`config.mk`:
```
export PLATFORM = sky130hd
export DESIGN_NAME = three_body_update_sequencer_flat
export DESIGN_NICKNAME = d
export VERILOG_FILES = /design/src/rtl/three_body_update_sequencer_pkg.sv /design/src/rtl/three_body_update_sequencer_if.sv /design/src/rtl/three_body_update_sequencer_accum.sv /design/src/rtl/three_body_update_sequencer.sv /design/src/flat_wrapper.sv
export SDC_FILE = /design/constraint.sdc
export NUM_CORES = 1
export LEC_CHECK = 0
export ABC_AREA = 0
export ABC_CLOCK_PERIOD_IN_PS = 2700
export CORE_MARGIN = 8
export CORE_UTILIZATION = 45
export DETAILED_ROUTE_END_ITERATION = 10
export GPL_ROUTABILITY_DRIVEN = 0
export PLACE_DENSITY = 0.69
export SLEW_MARGIN = 0
export SYNTH_ARGS = -nofsm -noshare
export SYNTH_HDL_FRONTEND = slang
export SYNTH_SLANG_ARGS = --single-unit
```
`constraint.sdc`:
```
create_clock -name clk -period 2.7 [get_ports clk]
set_clock_uncertainty 0.05 [all_clocks]
set_input_delay 0.675 -clock clk [delete_from_list [all_inputs] [get_ports clk]]
set_output_delay 0.675 -clock clk [all_outputs]
set_load 0.005 [all_outputs]
```
`src/rtl/three_body_update_sequencer_pkg.sv`:
```
// ---------------------------------------------------------------------------
// three_body_pkg
// Shared definitions for the three-body physics update sequencer.
// Provides:
//   - field widths for positions, forces and accumulators
//   - pair codes (AB / AC / BC) and the sequencer state encoding
//   - reset positions for bodies A, B and C
//   - helpers that map a pair code to the indices of its two bodies
// ---------------------------------------------------------------------------
package three_body_pkg;

    localparam int POS_X_W = 9;
    localparam int POS_Y_W = 8;
    localparam int FORCE_W = 4;
    localparam int ACC_W   = 5;

    typedef enum logic [1:0] {
        PAIR_AB = 2'd0,
        PAIR_AC = 2'd1,
        PAIR_BC = 2'd2
    } pair_t;

    typedef enum logic [1:0] {
        ST_IDLE   = 2'd0,
        ST_REQ    = 2'd1,
        ST_WAIT   = 2'd2,
        ST_COMMIT = 2'd3
    } seq_state_t;

    // Packed as {C, B, A}, matching the pos_x / pos_y output layout.
    localparam logic [3*POS_X_W-1:0] INIT_POS_X = {9'd100, 9'd210, 9'd150};
    localparam logic [3*POS_Y_W-1:0] INIT_POS_Y = {8'd10,  8'd150, 8'd75};

    // Body index (0=A, 1=B, 2=C) of the first body of a pair: A, A, B.
    function automatic logic [1:0] first_body(input logic [1:0] pair);
        return (pair == PAIR_BC) ? 2'd1 : 2'd0;
    endfunction

    // Body index of the second body of a pair: B, C, C.
    function automatic logic [1:0] second_body(input logic [1:0] pair);
        return (pair == PAIR_AB) ? 2'd1 : 2'd2;
    endfunction

endpackage

```
`src/rtl/three_body_update_sequencer_if.sv`:
```
// ---------------------------------------------------------------------------
// three_body_update_sequencer_if
// Request/response link between the update sequencer and the shared
// pair-force unit.
//   req_valid/req_ready : request handshake (sequencer -> force unit)
//   req_pair            : 0=AB 1=AC 2=BC
//   req_p0x/req_p0y     : position of the first body of the pair
//   req_p1x/req_p1y     : position of the second body of the pair
//   rsp_valid           : one-cycle force result strobe
//   rsp_fx/rsp_fy       : signed force on the first body toward the second
// Modports: master = sequencer side, slave = force unit side.
// ---------------------------------------------------------------------------
interface three_body_update_sequencer_if;
    import three_body_pkg::*;

    logic               req_valid;
    logic               req_ready;
    logic [1:0]         req_pair;
    logic [POS_X_W-1:0] req_p0x;
    logic [POS_Y_W-1:0] req_p0y;
    logic [POS_X_W-1:0] req_p1x;
    logic [POS_Y_W-1:0] req_p1y;
    logic               rsp_valid;
    logic [FORCE_W-1:0] rsp_fx;
    logic [FORCE_W-1:0] rsp_fy;

    modport master (
        output req_valid, req_pair, req_p0x, req_p0y, req_p1x, req_p1y,
        input  req_ready, rsp_valid, rsp_fx, rsp_fy
    );

    modport slave (
        input  req_valid, req_pair, req_p0x, req_p0y, req_p1x, req_p1y,
        output req_ready, rsp_valid, rsp_fx, rsp_fy
    );

endinterface

```
`src/rtl/three_body_update_sequencer_accum.sv`:
```
// ---------------------------------------------------------------------------
// three_body_accum
// Per-body, per-axis signed acceleration accumulators (3 bodies x 2 axes).
// A pair force is added to the pair's first body and subtracted from its
// second body.
// Ports:
//   clk, rst_n     : clock, asynchronous active-low reset
//   clear          : zero all accumulators (start of a frame update)
//   en             : apply fx/fy to the bodies of 'pair'
//   pair           : pair code selecting the two bodies
//   fx, fy         : signed force on the first body
//   acc_x, acc_y   : accumulator values, index 0=A 1=B 2=C
// ---------------------------------------------------------------------------
module three_body_accum
    import three_body_pkg::*;
(
    input  logic                      clk,
    input  logic                      rst_n,
    input  logic                      clear,
    input  logic                      en,
    input  logic [1:0]                pair,
    input  logic signed [FORCE_W-1:0] fx,
    input  logic signed [FORCE_W-1:0] fy,
    output logic signed [ACC_W-1:0]   acc_x [3],
    output logic signed [ACC_W-1:0]   acc_y [3]
);

    logic signed [ACC_W-1:0] dx;
    logic signed [ACC_W-1:0] dy;

    assign dx = ACC_W'(fx);
    assign dy = ACC_W'(fy);

    // Forces are bounded to +/-2 and each body sees two pairs, so the sums
    // stay within +/-4 and cannot overflow the accumulator width.
    always_ff @(posedge clk or negedge rst_n) begin
        if (!rst_n) begin
            for (int i = 0; i < 3; i++) begin
                acc_x[i] <= '0;
                acc_y[i] <= '0;
            end
        end else begin
            for (int i = 0; i < 3; i++) begin
                if (clear) begin
                    acc_x[i] <= '0;
                    acc_y[i] <= '0;
                end else if (en) begin
                    if (2'(i) == first_body(pair)) begin
                        acc_x[i] <= acc_x[i] + dx;
                        acc_y[i] <= acc_y[i] + dy;
                    end else if (2'(i) == second_body(pair)) begin
                        acc_x[i] <= acc_x[i] - dx;
                        acc_y[i] <= acc_y[i] - dy;
                    end
                end
            end
        end
    end

endmodule

```
`src/rtl/three_body_update_sequencer.sv`:
```
// ---------------------------------------------------------------------------
// three_body_update_sequencer
// Once per frame, time-multiplexes one shared pair-force unit over pairs
// AB, AC, BC, accumulates per-body acceleration, then commits velocity and
// position for all three bodies in a single cycle.
// Ports:
//   clk, rst_n       : pixel clock, asynchronous active-low reset
//   frame_tick       : frame start pulse (ignored while paused)
//   pause            : level, suspends frame-driven updates
//   step             : single update pulse, honoured only while paused
//   clr_flags        : clears overrun and timeout_err
//   bus              : request/response link to the pair-force unit
//   pos_x / pos_y    : {C,B,A} committed positions
//   commit           : pulse, positions change at the end of this cycle
//   busy             : sequencer is not idle
//   overrun          : sticky, start arrived while busy
//   timeout_err      : sticky, a pair response timed out
// ---------------------------------------------------------------------------
module three_body_update_sequencer
    import three_body_pkg::*;
#(
    parameter int TIMEOUT_CYC = 16,
    parameter int VEL_W       = 6
) (
    input  logic                     clk,
    input  logic                     rst_n,
    input  logic                     frame_tick,
    input  logic                     pause,
    input  logic                     step,
    input  logic                     clr_flags,
    three_body_update_sequencer_if.master bus,
    output logic [3*POS_X_W-1:0]     pos_x,
    output logic [3*POS_Y_W-1:0]     pos_y,
    output logic                     commit,
    output logic                     busy,
    output logic                     overrun,
    output logic                     timeout_err
);

    localparam int TW = $clog2(TIMEOUT_CYC);

    seq_state_t state_q, state_d;
    logic [1:0]    pair_q;
    logic [TW-1:0] timer_q;

    logic start, rsp_take, time_out, advance, last_pair;
    logic signed [FORCE_W-1:0] f_x, f_y;

    logic [POS_X_W-1:0]      px [3];
    logic [POS_Y_W-1:0]      py [3];
    logic signed [VEL_W-1:0] vx [3];
    logic signed [VEL_W-1:0] vy [3];
    logic signed [ACC_W-1:0] acc_x [3];
    logic signed [ACC_W-1:0] acc_y [3];

    assign start     = (frame_tick & ~pause) | (step & pause);
    assign rsp_take  = (state_q == ST_WAIT) && bus.rsp_valid;
    assign time_out  = (state_q == ST_WAIT) && !bus.rsp_valid
                       && (timer_q == TW'(TIMEOUT_CYC - 1));
    assign advance   = rsp_take || time_out;
    assign last_pair = (pair_q == PAIR_BC);

    // A timed-out pair contributes zero force but still advances.
    assign f_x = rsp_take ? signed'(bus.rsp_fx) : '0;
    assign f_y = rsp_take ? signed'(bus.rsp_fy) : '0;

    // State register.
    always_ff @(posedge clk or negedge rst_n) begin
        if (!rst_n) state_q <= ST_IDLE;
        else        state_q <= state_d;
    end

    // Next-state logic.
    always_comb begin
        state_d = state_q;
        case (state_q)
            ST_IDLE:   if (start)         state_d = ST_REQ;
            ST_REQ:    if (bus.req_ready) state_d = ST_WAIT;
            ST_WAIT:   if (advance)       state_d = last_pair ? ST_COMMIT : ST_REQ;
            ST_COMMIT:                    state_d = ST_IDLE;
            default:                      state_d = ST_IDLE;
        endcase
    end

    // Outputs. Operands come from committed positions, which cannot change
    // until COMMIT, so they are stable for the whole request.
    always_comb begin
        bus.req_valid = (state_q == ST_REQ);
        commit        = (state_q == ST_COMMIT);
        busy          = (state_q != ST_IDLE);
        bus.req_pair  = pair_q;
        bus.req_p0x   = px[first_body(pair_q)];
        bus.req_p0y   = py[first_body(pair_q)];
        bus.req_p1x   = px[second_body(pair_q)];
        bus.req_p1y   = py[second_body(pair_q)];
    end

    // Pair index and response timer. The pair returns to AB after the last
    // pair so req_pair rests at 0 between updates.
    always_ff @(posedge clk or negedge rst_n) begin
        if (!rst_n) begin
            pair_q  <= 2'd0;
            timer_q <= '0;
        end else begin
            if (state_q == ST_IDLE && start) begin
                pair_q <= PAIR_AB;
            end else if (state_q == ST_REQ && bus.req_ready) begin
                timer_q <= '0;
            end else if (state_q == ST_WAIT) begin
                if (advance) pair_q  <= last_pair ? 2'd0 : pair_q + 2'd1;
                else         timer_q <= timer_q + 1'b1;
            end
        end
    end

    // Sticky flags; a new set event beats a simultaneous clear.
    always_ff @(posedge clk or negedge rst_n) begin
        if (!rst_n) begin
            overrun     <= 1'b0;
            timeout_err <= 1'b0;
        end else begin
            if (start && state_q != ST_IDLE) overrun <= 1'b1;
            else if (clr_flags)              overrun <= 1'b0;
            if (time_out)                    timeout_err <= 1'b1;
            else if (clr_flags)              timeout_err <= 1'b0;
        end
    end

    three_body_accum u_accum (
        .clk   (clk),
        .rst_n (rst_n),
        .clear (state_q == ST_IDLE && start),
        .en    (advance),
        .pair  (pair_q),
        .fx    (f_x),
        .fy    (f_y),
        .acc_x (acc_x),
        .acc_y (acc_y)
    );

    // Commit: positions move by the pre-update velocity (semi-implicit order
    // reversed on purpose), velocity and position both wrap.
    always_ff @(posedge clk or negedge rst_n) begin
        if (!rst_n) begin
            for (int i = 0; i < 3; i++) begin
                px[i] <= INIT_POS_X[i*POS_X_W +: POS_X_W];
                py[i] <= INIT_POS_Y[i*POS_Y_W +: POS_Y_W];
                vx[i] <= '0;
                vy[i] <= '0;
            end
        end else if (state_q == ST_COMMIT) begin
            for (int i = 0; i < 3; i++) begin
                vx[i] <= vx[i] + VEL_W'(acc_x[i]);
                vy[i] <= vy[i] + VEL_W'(acc_y[i]);
                px[i] <= px[i] + POS_X_W'(vx[i]);
                py[i] <= py[i] + POS_Y_W'(vy[i]);
            end
        end
    end

    assign pos_x = {px[2], px[1], px[0]};
    assign pos_y = {py[2], py[1], py[0]};

endmodule
```
`src/flat_wrapper.sv`:
```
// flat-port wrapper written by rule: the top's interface ports become plain ports
module three_body_update_sequencer_flat import three_body_pkg::*;
#(
    parameter int TIMEOUT_CYC = 16,
    parameter int VEL_W       = 6
)
  (clk, rst_n, frame_tick, pause, step, clr_flags, pos_x, pos_y, commit, busy, overrun, timeout_err, bus_req_valid, bus_req_pair, bus_req_p0x, bus_req_p0y, bus_req_p1x, bus_req_p1y, bus_req_ready, bus_rsp_valid, bus_rsp_fx, bus_rsp_fy);
  three_body_update_sequencer_if bus_i ();
  input  logic clk;
  input  logic rst_n;
  input  logic frame_tick;
  input  logic pause;
  input  logic step;
  input  logic clr_flags;
  output logic [3*POS_X_W-1:0] pos_x;
  output logic [3*POS_Y_W-1:0] pos_y;
  output logic commit;
  output logic busy;
  output logic overrun;
  output logic timeout_err;
  output wire logic [$bits(bus_i.req_valid)-1:0] bus_req_valid;
  output wire logic [$bits(bus_i.req_pair)-1:0] bus_req_pair;
  output wire logic [$bits(bus_i.req_p0x)-1:0] bus_req_p0x;
  output wire logic [$bits(bus_i.req_p0y)-1:0] bus_req_p0y;
  output wire logic [$bits(bus_i.req_p1x)-1:0] bus_req_p1x;
  output wire logic [$bits(bus_i.req_p1y)-1:0] bus_req_p1y;
  input wire logic [$bits(bus_i.req_ready)-1:0] bus_req_ready;
  input wire logic [$bits(bus_i.rsp_valid)-1:0] bus_rsp_valid;
  input wire logic [$bits(bus_i.rsp_fx)-1:0] bus_rsp_fx;
  input wire logic [$bits(bus_i.rsp_fy)-1:0] bus_rsp_fy;
  assign bus_req_valid = bus_i.req_valid;
  assign bus_req_pair = bus_i.req_pair;
  assign bus_req_p0x = bus_i.req_p0x;
  assign bus_req_p0y = bus_i.req_p0y;
  assign bus_req_p1x = bus_i.req_p1x;
  assign bus_req_p1y = bus_i.req_p1y;
  assign bus_i.req_ready = bus_req_ready;
  assign bus_i.rsp_valid = bus_rsp_valid;
  assign bus_i.rsp_fx = bus_rsp_fx;
  assign bus_i.rsp_fy = bus_rsp_fy;
  three_body_update_sequencer #(.TIMEOUT_CYC(TIMEOUT_CYC), .VEL_W(VEL_W)) u_core (.clk(clk), .rst_n(rst_n), .frame_tick(frame_tick), .pause(pause), .step(step), .clr_flags(clr_flags), .bus(bus_i), .pos_x(pos_x), .pos_y(pos_y), .commit(commit), .busy(busy), .overrun(overrun), .timeout_err(timeout_err));
endmodule
```
==> results.py, run 1 <==
metrics = {
    "status": {
        "status": "finished clean",
    },
    "power_and_ir_drop": {
        "power_frac_seq_pct": 28.0,
        "comb_power_share_pct": 51.2,
        "peakVddDrop_v": 0.000632,
        "p_clk_share_pct": 20.8,
        "fin_total_pwr_mw": 12.7,
        "swShare_pct": 39.2,
        "powerDensity_nw_per_um2": 1030,
        "switchingPower_mw": 4.96,
        "power_leakage_nw": 5.67,
        "p_int_mw": 7.69,
    },
    "grt": {
        "grt_pass1_wl_um": 40300,
        "grt_pass1_vias": 7992,
        "grt_remaining_overflow": 0,
        "track_usage_pct": 18.8,
        "grt_max_degree": 81,
        "antenna_found_initial": 0,
    },
    "final_layout": {
        "final_common_cell": "nand2_1",
        "area_growth_pct": 27.7,
        "fin_area_um2": 12300,
        "diodes": 0,
        "fillers": 1815,
        "layout_common_cells": "nand2_1 (175), dfrtp_1 (105), o21ai_0 (100), ha_1 (99), clkdlybuf4s50_1 (69)",
        "layout.nets": 1369,
        "drive_gt1_share_pct": 14.0,
    },
    "routing": {
        "highest_layer": "met4",
        "via_per_inst": 5.49,
        "ant_nets": 0,
        "wl_met2_um": 12000,
        "wl_met3_um": 1190,
        "drc_errors": 0,
        "vias": 8346,
        "wl_per_cell_um": 16.5,
        "drt-initial-drc-count": 472,
        "wirelength_met1_um": 11500,
        "drt_pass1_iterations": 5,
        "routed_wl_um": 25100,
    },
    "die": {
        "floorplan.io_pins": 108,
        "die_h_um": 163,
        "die_x_um": 163,
        "coreArea_um2": 21000,
        "initial_utilization_pct": 46.0,
        "rows": 53,
        "dieArea_um2": 26400,
    },
    "clock_network": {
        "cts.clk_slew.worst_paths_ps": 60,
        "cts.sinks": 127,
        "clock_latency_ps": 420,
        "cts_root_buf": "clkbuf_16",
        "h-tree-depth": 4,
        "cts_buffer_depth": 2,
        "ctsHoldBuffers": 0,
        "cts_buffers": 17,
        "cts_tree": "done",
    },
    "synth": {
        "avgSynthCellArea_um2": 8.91,
        "synthesis.area_um2": 9660,
        "synth_fp_nets": 1221,
        "synth-compound-area-share_pct": 17.5,
        "synth_cell_types": 59,
        "yosys_register_bits": 127,
        "ys.flop_type": "dfrtp_1",
        "synth_top_family_by_area": "simple AND/OR/NAND/NOR gates",
        "synth_edf_count": 0,
        "synthAdderAreaFrac_pct": 16.9,
        "muxShareOfSynthArea_pct": 2.90,
        "synth-simple-area-share_pct": 19.7,
        "syn_inst": 1085,
        "yosysWarningCount": 0,
        "seq_area_frac_synth_pct": 33.2,
        "synth_xor_area_share_pct": 4.98,
        "synthArstFlopShare_pct": 100,
    },
    "timing": {
        "slew_headroom_pct": 53.1,
        "fin_crit_sh_pct": 98.5,
        "fmax_mhz": 376,
        "hold_violations": 0,
        "slew_viol_final": 0,
        "worstMarginPinSlew_ps": 699,
        "rsz0062_at_grt": "true",
        "setup_viol_count_final": 0,
        "min_period_ps": 2660,
    },
    "worst_setup_path": {
        "rr_endpoint": "u_core.u_accum.acc_x[14]$_DFFE_PN0P_",
        "startpoint_type": "input pin",
        "cp_max_fo": 4,
        "crit_required_ps": 2930,
        "crit_type": "input pin to flop",
        "r2r_setup_slack_ps": 40,
        "crit_chain": "clkdlybuf4s50_1 -> nand4b_1 -> a31oi_2 -> xor2_1 -> ha_1 -> a21oi_2 -> buf_4 -> xor2_1 -> o311ai_2",
        "crit_top_cell": "xor2_1",
        "cpMaxStageDelayCell": "clkdlybuf4s50_1",
        "endpoint_kind": "flop",
        "r2r-start": "u_core.bus.req_pair[1]$_DFFE_PN0P_",
        "cp.arrival_ps": 2890,
        "slowest_delay_ps": 470,
        "r2r_cells": 14,
    },
    "placed_design": {
        "placed_area_um2": 11500,
        "dp_hpwl_um": 18300,
        "portBuffers": 107,
    },
    "run": {
        "drv_cap": 0,
    },
    "hold_path": {
        "hold_class": "input pin to asynchronous set/reset pin",
    },
}
-- sequential cells by signal, summed over array words and instances (netlist names) --
signal and cells:
u_core.u_accum.acc_x 15, u_core.vy 18, u_core.timer_q 4, u_core.state_q 2
u_core.overrun 1, u_core.pos_y 24, u_core.pos_x 27, u_core.bus.req_pair 2
u_core.timeout_err 1, u_core.vx 18, u_core.u_accum.acc_y 15
-- through the flow --
stage / hold slack (ps) / utilization [%] / worst slack (ps) / std cells / setup TNS [ps]
4_1_cts: 129 / 58.0 / 6.73 / 1517 / 0
3_3_place_gp: 416 / 54.5 / -661 / 1480 / -7010
6_report: 118 / 58.7 / 40.8 / 1521 / 0
5_1_grt: 145 / 58.7 / -69.3 / 1521 / -130
2_1_floorplan: 329 / - / -85.0 / 1085 / -130
3_5_place_dp: 421 / 54.5 / -744 / 1480 / -8160
-- worst max-delay path by stage --
stage                                        from                                   end  cells after the start
2_1_floorplan                       bus_rsp_valid  u_core.u_accum.acc_x[14]$_DFFE_PN0P_                     14
6_report                            bus_rsp_fx[2]  u_core.u_accum.acc_x[14]$_DFFE_PN0P_                      9
3_3_place_gp                        bus_rsp_valid  u_core.u_accum.acc_x[14]$_DFFE_PN0P_                     14
3_5_place_dp                        bus_rsp_valid  u_core.u_accum.acc_x[14]$_DFFE_PN0P_                     14
4_1_cts        u_core.bus.req_pair[0]$_DFFE_PN0P_                        bus_req_p0y[3]                      6
5_1_grt             u_core.state_q[0]$_DFFE_PN0P_   u_core.u_accum.acc_x[9]$_DFFE_PN0P_                     13
-- power groups by stage --
| stage | clock network (mW) | registers [mW] | logic (mW) |
|---|---|---|---|
| global route | 2.78 | 3.65 | 7.23 |
| floorplan | 0 | 3.24 | 4.05 |
| finish | 2.63 | 3.55 | 6.48 |
| CTS | 2.68 | 3.55 | 6.46 |
| detailed placement | 0 | 3.58 | 6.49 |
| global placement | 0 | 3.55 | 6.30 |
-- synthesized netlist by cell type, drive strengths merged, types with 16 or more instances --
library cell / instances / area [µm²]
a21oi: 38 / 190
o21a: 18 / 135
ha: 102 / 1280
dfrtp: 106 / 2650
clkbuf: 22 / 82.6
nand3: 47 / 235
o21ai: 111 / 556
nor3b: 22 / 175
nor2: 26 / 100
fa: 18 / 360
mux2: 16 / 180
buf: 22 / 130
inv: 68 / 255
a211oi: 25 / 198
nor4b: 16 / 140
a21o: 23 / 173
xor2: 43 / 377
or3: 16 / 105
nand2: 179 / 674
dfstp: 21 / 552
nor3: 21 / 105
-- critical path, delay by kind of cell --
family | cells | cell delay (ps)
AOI/OAI and AO/OA | 3 | 630
and+or+nand+nor | 1 | 290
adders and majority gates | 1 | 280
xor gates and xnor gates | 2 | 410
buffers and inverters | 2 | 610
-- routing by layer --
layer  vias to the layer above  global-route usage (%)
met5                         -                       0
met4                         0                    5.34
met1                      3972                    23.7
li1                       4172                       -
met2                       175                    32.0
met3                        27                    3.77
-- cells by family (layout without fill, tap and decap cells) --
group	after synthesis	after routing
fa+ha+maj	120	120
compound gates	270	270
xor+xnor	55	55
simple gates	375	375
flops	127	127
mux	26	26
buf+inv	112	273
-- timing repair --
action	CTS	global route
gates resized for setup	33	27
pin swaps	1	2
buffers inserted	4	3
setup endpoints to repair	43	16
gates cloned	1	1
-- layout make-up --
class	instances	area (µm²)	share of cell area, %
Clock buffer	20	467	3.78
Clock inverter	12	205	1.66
Inverter	68	258	2.09
Multi-Input combinational cell	846	6130	49.7
Sequential cell	127	3210	26.0
Tap cell	275	344	2.79
Timing Repair Buffer	173	1730	14.0
Power figures use the tool's default switching activity.
==> run 2: changes to the inputs <==
- CAP_MARGIN: default -> 20
- CORE_MARGIN: 8 -> default
==> results.py, run 2 (same netlist as run 1, synthesis figures left out) <==
metrics = {
    "routing": {
        "drt-initial-drc-count": 404,
        "ant_nets": 0,
        "vias": 8276,
        "wl_per_cell_um": 16.0,
        "routed_wl_um": 24400,
        "via_per_inst": 5.42,
        "drc_errors": 0,
        "drt_pass1_iterations": 4,
    },
    "placed_design": {
        "dp_hpwl_um": 17500,
        "dpl_worst_slack_ps": -713,
        "portBuffers": 107,
    },
    "clock_network": {
        "clock_latency_ps": 420,
        "cts_buffer_depth": 2,
        "cts_tree": "done",
        "cts_buffers": 17,
        "ctsHoldBuffers": 0,
        "cts_root_buf": "clkbuf_16",
        "cts.sinks": 127,
        "h-tree-depth": 4,
        "cts.clk_slew.worst_paths_ps": 60,
    },
    "timing": {
        "worstMarginPinSlew_ps": 702,
        "setup_slack_ps": 47.5,
        "setup_viol_count_final": 0,
        "rsz0062_at_grt": "true",
        "slew_headroom_pct": 52.9,
        "hold_slack_ps": 179,
        "min_period_ps": 2650,
        "slew_viol_final": 0,
        "fmax_mhz": 377,
        "hold_violations": 0,
        "fin_crit_sh_pct": 98.2,
    },
    "grt": {
        "top_usage_layer": "met2",
        "grt_pass1_wl_um": 39700,
        "track_usage_pct": 22.8,
        "use_met1_pct": 29.4,
        "grt_pass1_vias": 7954,
        "grt_remaining_overflow": 0,
        "use_met2_pct": 39.1,
        "grt_max_degree": 92,
        "antenna_found_initial": 0,
        "met3_usage_pct": 3.71,
    },
    "power_and_ir_drop": {
        "power_leakage_nw": 5.83,
        "peakVddDrop_v": 0.000425,
        "swShare_pct": 39.2,
        "fin_total_pwr_mw": 12.4,
        "switchingPower_mw": 4.85,
        "powerDensity_nw_per_um2": 1000,
        "p_int_mw": 7.53,
        "p_clk_share_pct": 18.7,
        "power_frac_seq_pct": 28.7,
        "comb_power_share_pct": 52.6,
    },
    "final_layout": {
        "layout.nets": 1374,
        "final_common_cell": "nand2_1",
        "layout_common_cells": "nand2_1 (173), dfrtp_1 (104), o21ai_0 (101), ha_1 (99), clkdlybuf4s50_1 (73)",
        "fillers": 1816,
        "largest_register_ff_count": 27,
        "diodes": 0,
        "drive_gt1_share_pct": 14.4,
        "area_growth_pct": 28.0,
        "final_util_pct": 58.8,
    },
    "worst_setup_path": {
        "cpMaxStageDelayCell": "clkdlybuf4s50_1",
        "crit_family": "buffers and inverters",
        "cp-startpoint": "u_core.bus.req_pair[1]$_DFFE_PN0P_",
        "r2r_setup_slack_ps": 80,
        "r2r_cells": 13,
        "crit_type": "flop to primary output",
        "crit_required_ps": 1980,
        "endpoint_kind": "primary output",
        "path_buf_inv": 3,
        "rr_endpoint": "u_core.u_accum.acc_x[14]$_DFFE_PN0P_",
        "crit_chain": "buf_4 -> nand2b_4 -> buf_12 -> nand2_1 -> nand2_1 -> clkdlybuf4s50_1",
        "cp.arrival_ps": 1930,
        "crit_top_cell": "nand2_1",
        "cp_max_fo": 15,
        "r2r-start": "u_core.state_q[0]$_DFFE_PN0P_",
        "slowest_delay_ps": 490,
        "startpoint_type": "flop",
    },
    "die": {
        "die_x_um": 149,
        "floorplan.io_pins": 108,
        "initial_utilization_pct": 46.0,
        "dieArea_um2": 22100,
        "coreArea_um2": 21000,
        "rows": 53,
        "die_h_um": 149,
    },
    "hold_path": {
        "hold_class": "input pin to asynchronous set/reset pin",
    },
    "status": {
        "status": "finished clean",
    },
    "run": {
        "drv_cap": 0,
    },
}
==> run 2: changes by cell type in the layout (fill, tap and decap cells not counted), sizes merged, moves of 2 or more <==
cell	delta
buf	+5
clkbuf	+6
clkinvlp	-2
clkdlybuf4s50	+4
bufinv	-3
dlygate4sd2	-20
dlymetal6s2s	+17
inv	-2
==> run 2: through the flow <==
stage / instance area, µm² / setup TNS [ps] / instances
global route: 12400 / -80.2 / 1526
global placement: 11500 / -7070 / 1479
detailed placement: 11500 / -7730 / 1479
CTS: 12100 / -573 / 1516
finish: 12400 / 0 / 1526
floorplan: 9760 / -130 / 1085
==> run 2: cell type report <==
class                           instances  area, µm²  share of cell area (%)
Sequential cell                       127       3210                    25.9
Tap cell                              275        344                    2.78
Clock inverter                          6       80.1                   0.647
Timing Repair Buffer                  178       1830                    14.8
Multi-Input combinational cell        846       6140                    49.6
Inverter                               68        258                    2.08
Clock buffer                           26        509                    4.12
==> run 2: repair_timing <==
item / CTS / global route
pin swaps: 2 / 5
gates cloned: 1 / 1
resized for setup: 17 / 42
buffers inserted: 4 / 9
endpoints found under the setup margin: 38 / 36
==> run 2: worst max-delay path by stage <==
stage                                            to  slack (ps)  cells past startpoint
4_1_cts                              bus_req_p1x[6]         -40                      4
3_3_place_gp   u_core.u_accum.acc_x[14]$_DFFE_PN0P_        -680                     14
5_1_grt        u_core.u_accum.acc_x[14]$_DFFE_PN0P_         -40                     13
3_5_place_dp   u_core.u_accum.acc_x[14]$_DFFE_PN0P_        -710                     14
6_report                             bus_req_p0x[2]          50                      6
2_1_floorplan  u_core.u_accum.acc_x[14]$_DFFE_PN0P_         -90                     14
==> run 2: routing by layer <==
metal / up-vias / part of all wire, %
li1: 4171 / -
met1: 3934 / 47
met2: 138 / 48
met3: 33 / 3.3
met4: 0 / 2.1
met5: - / 0
==> run 2: power by group through the flow <==
stage | Sequential, mW | Combinational [mW] | Clock [mW]
after floorplan | 3.24 | 4.05 | 0
after global placement | 3.56 | 6.23 | 0
after detailed placement | 3.59 | 6.41 | 0
after CTS | 3.56 | 6.51 | 2.36
after global routing | 3.66 | 7.28 | 2.44
final | 3.56 | 6.51 | 2.32
